File: src/rtl/regfile_pkg.sv
// Shared constants and helpers for the multi-port register file.
package regfile_pkg;

    localparam int RF_DATA_W   = 32;
    localparam int RF_NUM_REGS = 32;
    localparam int RF_NUM_RD   = 2;

    // Address width needed to select one of n registers.
    function automatic int addr_w(input int n);
        return $clog2(n);
    endfunction

endpackage

File: src/rtl/regfile_mp_if.sv
// Bus between issue/writeback logic (master) and the register file (slave).
interface regfile_mp_if
    import regfile_pkg::*;
#(
    parameter int DATA_W   = RF_DATA_W,
    parameter int NUM_REGS = RF_NUM_REGS,
    parameter int NUM_RD   = RF_NUM_RD
) ();

    localparam int AW = addr_w(NUM_REGS);

    logic [NUM_RD*AW-1:0]     rd_addr;
    logic [NUM_RD*DATA_W-1:0] rd_data;
    logic [NUM_RD-1:0]        rd_busy;
    logic                     w_en;
    logic [AW-1:0]            w_addr;
    logic [DATA_W-1:0]        w_data;
    logic                     iss_en;
    logic [AW-1:0]            iss_addr;
    logic [NUM_REGS-1:0]      busy_vec;

    modport master (
        output rd_addr, w_en, w_addr, w_data, iss_en, iss_addr,
        input  rd_data, rd_busy, busy_vec
    );

    modport slave (
        input  rd_addr, w_en, w_addr, w_data, iss_en, iss_addr,
        output rd_data, rd_busy, busy_vec
    );

endinterface

File: src/rtl/regfile_scoreboard.sv
// Per-register pending-write tracker. Issue sets a bit, writeback clears it;
// when both hit the same register in one cycle the issue wins because the
// newer producer is still outstanding.
module regfile_scoreboard
    import regfile_pkg::*;
#(
    parameter int NUM_REGS = RF_NUM_REGS,
    parameter int ZERO_REG = 1,
    parameter int NUM_RD   = RF_NUM_RD,
    localparam int AW      = addr_w(NUM_REGS)
) (
    input  logic                 clk,
    input  logic                 reset,
    input  logic                 iss_en,
    input  logic [AW-1:0]        iss_addr,
    input  logic                 w_en,
    input  logic [AW-1:0]        w_addr,
    input  logic [NUM_RD*AW-1:0] lk_addr,
    output logic [NUM_RD-1:0]    lk_busy,
    output logic [NUM_REGS-1:0]  busy_vec
);

    logic [NUM_REGS-1:0] busy_reg;
    logic [NUM_REGS-1:0] busy_next;

    // Next scoreboard state: clear on writeback first, then let issue override.
    always_comb begin
        busy_next = busy_reg;
        if (w_en) begin
            busy_next[w_addr] = 1'b0;
        end
        if (iss_en) begin
            busy_next[iss_addr] = 1'b1;
        end
        if (ZERO_REG != 0) begin
            busy_next[0] = 1'b0;
        end
    end

    // Scoreboard register; reset drops all outstanding producers.
    always_ff @(posedge clk) begin
        if (!reset) begin
            busy_reg <= '0;
        end else begin
            busy_reg <= busy_next;
        end
    end

    // Per-port lookup: a same-cycle writeback to the read address satisfies the
    // read even if an issue to that register lands in the same cycle.
    always_comb begin
        lk_busy = '0;
        for (int k = 0; k < NUM_RD; k++) begin
            lk_busy[k] = busy_reg[lk_addr[k*AW +: AW]]
                         && !(w_en && (w_addr == lk_addr[k*AW +: AW]));
        end
    end

    assign busy_vec = busy_reg;

endmodule

File: src/rtl/regfile_mp.sv
// Multi-read-port register file with write-through bypass, optional hardwired
// zero register and a pending-write scoreboard for RAW hazard detection.
module regfile_mp
    import regfile_pkg::*;
#(
    parameter int DATA_W   = RF_DATA_W,
    parameter int NUM_REGS = RF_NUM_REGS,
    parameter int NUM_RD   = RF_NUM_RD,
    parameter int ZERO_REG = 1
) (
    input  logic         clk,
    input  logic         reset,
    regfile_mp_if.slave  bus
);

    localparam int AW = addr_w(NUM_REGS);

    logic [DATA_W-1:0]        mem_reg [NUM_REGS];
    logic [DATA_W-1:0]        rd_word [NUM_RD];
    logic [NUM_RD*DATA_W-1:0] rd_flat;
    logic                     zero_write;

    // Writes to register 0 are dropped when it is hardwired to zero.
    assign zero_write = (ZERO_REG != 0) && (bus.w_addr == '0);

    // Storage array; reset clears every register.
    always_ff @(posedge clk) begin
        if (!reset) begin
            for (int i = 0; i < NUM_REGS; i++) begin
                mem_reg[i] <= '0;
            end
        end else if (bus.w_en && !zero_write) begin
            mem_reg[bus.w_addr] <= bus.w_data;
        end
    end

    // One read mux per port: zero register, then same-cycle bypass, then storage.
    for (genvar gi = 0; gi < NUM_RD; gi++) begin : gen_rd
        logic [AW-1:0] addr;
        assign addr = bus.rd_addr[gi*AW +: AW];
        assign rd_word[gi] = ((ZERO_REG != 0) && (addr == '0)) ? '0
                           : (bus.w_en && (bus.w_addr == addr)) ? bus.w_data
                           : mem_reg[addr];
    end

    // Pack per-port words onto the flat read-data bus.
    always_comb begin
        rd_flat = '0;
        for (int k = 0; k < NUM_RD; k++) begin
            rd_flat[k*DATA_W +: DATA_W] = rd_word[k];
        end
    end

    assign bus.rd_data = rd_flat;

    regfile_scoreboard #(
        .NUM_REGS (NUM_REGS),
        .ZERO_REG (ZERO_REG),
        .NUM_RD   (NUM_RD)
    ) u_scoreboard (
        .clk      (clk),
        .reset    (reset),
        .iss_en   (bus.iss_en),
        .iss_addr (bus.iss_addr),
        .w_en     (bus.w_en),
        .w_addr   (bus.w_addr),
        .lk_addr  (bus.rd_addr),
        .lk_busy  (bus.rd_busy),
        .busy_vec (bus.busy_vec)
    );

endmodule

File: src/flat_wrapper.sv
// flat-port wrapper written by rule: the top's interface ports become plain ports
module regfile_mp_flat import regfile_pkg::*;
#(
    parameter int DATA_W   = RF_DATA_W,
    parameter int NUM_REGS = RF_NUM_REGS,
    parameter int NUM_RD   = RF_NUM_RD,
    parameter int ZERO_REG = 1
)
  (clk, reset, bus_rd_addr, bus_w_en, bus_w_addr, bus_w_data, bus_iss_en, bus_iss_addr, bus_rd_data, bus_rd_busy, bus_busy_vec);
  regfile_mp_if #(.DATA_W(DATA_W), .NUM_REGS(NUM_REGS), .NUM_RD(NUM_RD)) bus_i ();
  input  logic clk;
  input  logic reset;
  input wire logic [$bits(bus_i.rd_addr)-1:0] bus_rd_addr;
  input wire logic [$bits(bus_i.w_en)-1:0] bus_w_en;
  input wire logic [$bits(bus_i.w_addr)-1:0] bus_w_addr;
  input wire logic [$bits(bus_i.w_data)-1:0] bus_w_data;
  input wire logic [$bits(bus_i.iss_en)-1:0] bus_iss_en;
  input wire logic [$bits(bus_i.iss_addr)-1:0] bus_iss_addr;
  output wire logic [$bits(bus_i.rd_data)-1:0] bus_rd_data;
  output wire logic [$bits(bus_i.rd_busy)-1:0] bus_rd_busy;
  output wire logic [$bits(bus_i.busy_vec)-1:0] bus_busy_vec;
  assign bus_i.rd_addr = bus_rd_addr;
  assign bus_i.w_en = bus_w_en;
  assign bus_i.w_addr = bus_w_addr;
  assign bus_i.w_data = bus_w_data;
  assign bus_i.iss_en = bus_iss_en;
  assign bus_i.iss_addr = bus_iss_addr;
  assign bus_rd_data = bus_i.rd_data;
  assign bus_rd_busy = bus_i.rd_busy;
  assign bus_busy_vec = bus_i.busy_vec;
  regfile_mp #(.DATA_W(DATA_W), .NUM_REGS(NUM_REGS), .NUM_RD(NUM_RD), .ZERO_REG(ZERO_REG)) u_core (.clk(clk), .reset(reset), .bus(bus_i));
endmodule
File: config.mk
export PLATFORM = sky130hd
export DESIGN_NAME = regfile_mp_flat
export DESIGN_NICKNAME = d
export VERILOG_FILES = /design/src/rtl/regfile_pkg.sv /design/src/rtl/regfile_mp_if.sv /design/src/rtl/regfile_scoreboard.sv /design/src/rtl/regfile_mp.sv /design/src/flat_wrapper.sv
export SDC_FILE = /design/constraint.sdc
export NUM_CORES = 2
export LEC_CHECK = 0
export CAP_MARGIN = 20
export CORE_MARGIN = 1.5
export CORE_UTILIZATION = 45
export DETAILED_ROUTE_END_ITERATION = 10
export PLACE_DENSITY = 0.58
export SYNTH_ARGS = -nofsm -noshare
export SYNTH_HDL_FRONTEND = slang
export SYNTH_SLANG_ARGS = --single-unit
export TNS_END_PERCENT = 100
File: constraint.sdc
create_clock -name clk -period 4.9 [get_ports clk]
set_input_delay 0.735 -clock clk [delete_from_list [all_inputs] [get_ports clk]]
set_output_delay 0.735 -clock clk [all_outputs]
set_load 0.03 [all_outputs]
==> metrics <==
distinct cell type count after synthesis=67; Max Freq=~0.21 GHz; Synth area leaders=edfxtp_1 (54%), mux4_2 (17%), and2_1 (11%), mux2i_1 (3.2%), clkbuf_1 (1.8%); clock latency on the worst-skew pair=about 0.74 ns; largest net degree at the start of global routing=66; EDFF count, synth=1024; drt drc=0; yosys warns=0; fin. max-slew vios=0; power density over the cells=342 mW/mm2; max reg flops=1024; share of cells above drive strength 1=25.1%; number of global-route vias before repair=37727; Final min period=approximately 4.9 ns; grt ovf=0; most frequent cells after synthesis=edfxtp_1 (1024), and2_1 (965), mux4_2 (430); boundary pin count=about 150; # resized after CTS=0; count leader, synth=edfxtp_1; H-tree Lvls=3; WL met2=slightly below 100 mm; Die Wd=360 um; area grow syn2layout=14.9%; die area=0.129 mm2; status=finished, final reports clean; RSZ-0062 raised after global routing=false; crit start category=input port; Max transition margin=a little over a fifth; Sink Count=1055; post-synthesis cell count=3928; Root Buffer=clkbuf_16; Core ar.=approximately 0.13 mm2; Final nets=4118; Tot GR Track Use=between 30% and 40%; final setup vio count=0; initial antenna violation count=14; Critical Path RT=~4.2 ns; Yosys top cell area share=a little over half; #FFs+latches synth=1055; top sig layer=met5; IO buf count=152; cell row count=130; Via Count=between 30000 and 40000; Yosys top cell by area=edfxtp_1; clk_skew=0 ns; total length of routed wires=approximately 220 mm; met3 wire len=24.4 mm; first-pass GRT wire length=300 mm; clk slew on worst S/H paths=about 0.06 ns; antenna-violating nets left=0; Design Power=between 0.02 and 0.025 W; Setup Crit Path Kind=in2out; Min-Delay Path Class=in2reg; async set-reset flop share out of synthesis=0%; Die Ht=360 um; initial core utilization=45.5%; CTS hold repair buffers=0; drt first-iter violations=6215; share of the clock period used by the worst path=99.5%; crit-path max FO=14; CP Capture Type=output port; CTS tree=done; Critical Path AT=4.14 ns; actual slew at the worst max-slew pin=1.17 ns; DPL Wire Length=134 mm; leak pwr=between 20 and 25 nW; routed length per instance=37.2 um; max-cap violations=0; post-synthesis area per instance=14.6 um2; Clock Path Buffers=3; Peak supply drop=0.000317 V; RePlAce Congestion=0.918; postcts setup bufs=0; via/cell ratio=6.70; total negative setup slack=0 ns; Post-Syn Area=0.0573 mm2; TritonCTS buffer count=119; Metal-1 WL=82.8 mm; Final Hold Vio Count=0; post-synthesis sequential area ratio=54.8%; Primary FF master, synth=edfxtp_1; DR pass1 iterations=6
[cells in the final DEF (no fill, tap or decap), types with 77 or more instances in the layout]
master	netlist	routed
mux4_2	430	430
buf_12	13	90
mux2i_1	181	181
clkdlybuf4s50_1	0	77
a22oi_1	85	85
nand2_1	85	84
and2_1	965	964
clkbuf_16	0	122
edfxtp_1	1024	1024
buf_4	23	230
[critical path, stage by stage]
cell and delay (ns):
clkdlybuf4s50_1 0.66, buf_4 0.27, xor2_1 0.45, or3_1 0.67, buf_4 0.40, o22ai_1 0.18
nor3_1 0.44, buf_4 0.21, buf_12 0.11
[path summary, 6_finish.rpt]
| path | startpoint | to | slack (ns) | cells past startpoint |
|---|---|---|---|---|
| min reg2reg | u_core.u_scoreboard.busy_vec[23] | u_core.u_scoreboard.busy_vec[23] | 0.51 | 2 |
| max reg2reg | u_core.u_scoreboard.busy_vec[2] | u_core.u_scoreboard.busy_vec[2] | 4.09 | 2 |
| max | bus_rd_addr[8] | bus_rd_data[62] | 0.02 | 9 |
| min | reset | u_core.u_scoreboard.busy_vec[4] | 0.46 | 3 |
[area by class of cell]
class / instances / area, um2
inverter: 7 / 27.5
antenna: 12 / 30.0
multi-input combinational: 2472 / 24300
clock buffer: 162 / 3200
fill: 10449 / 60100
timing repair buffer: 407 / 4430
clock inverter: 52 / 363
sequential: 1055 / 31400
tap: 1650 / 2060
[per-stage QoR]
step	hold slack (ns)	std cells	worst slack, ns	instance area (um2)	utilization, %
after floorplan	0.603	3960	0.426	57400	-
after global placement	0.494	5587	0.0285	62200	49.4
after detailed placement	0.505	5588	0.0474	62200	49.4
after CTS	0.419	5802	0.0375	65700	52.2
after global routing	0.468	5806	0.0188	65800	52.2
final	0.459	5817	0.0237	65800	52.3
[cell families (layout without fill, tap and decap cells)]
kind of cell	after synthesis	count (layout)	synth area share [%]
XOR/XNOR	10	10	0.153
buffers and inverters	433	628	4.07
other	1	45	0.00655
AND/OR/NAND/NOR	1295	1295	13.4
AO/OA/AOI/OAI	453	453	5.34
multiplexers	681	681	22.3
flip-flops	1055	1055	54.8
[power breakdown]
group | internal [W] | total (W) | switching (W)
registers | 0.0104 | 0.0106 | 0.000248
clock network | 0.00469 | 0.00847 | 0.00377
logic | 0.00141 | 0.00340 | 0.00199
[per-layer routing]
metal	GRT usage, %	up-vias
li1	-	15455
met1	45.0	20183
met2	51.4	2803
met3	7.57	517
met4	13.4	4
met5	0	-
(Power assumes the default switching activity.)
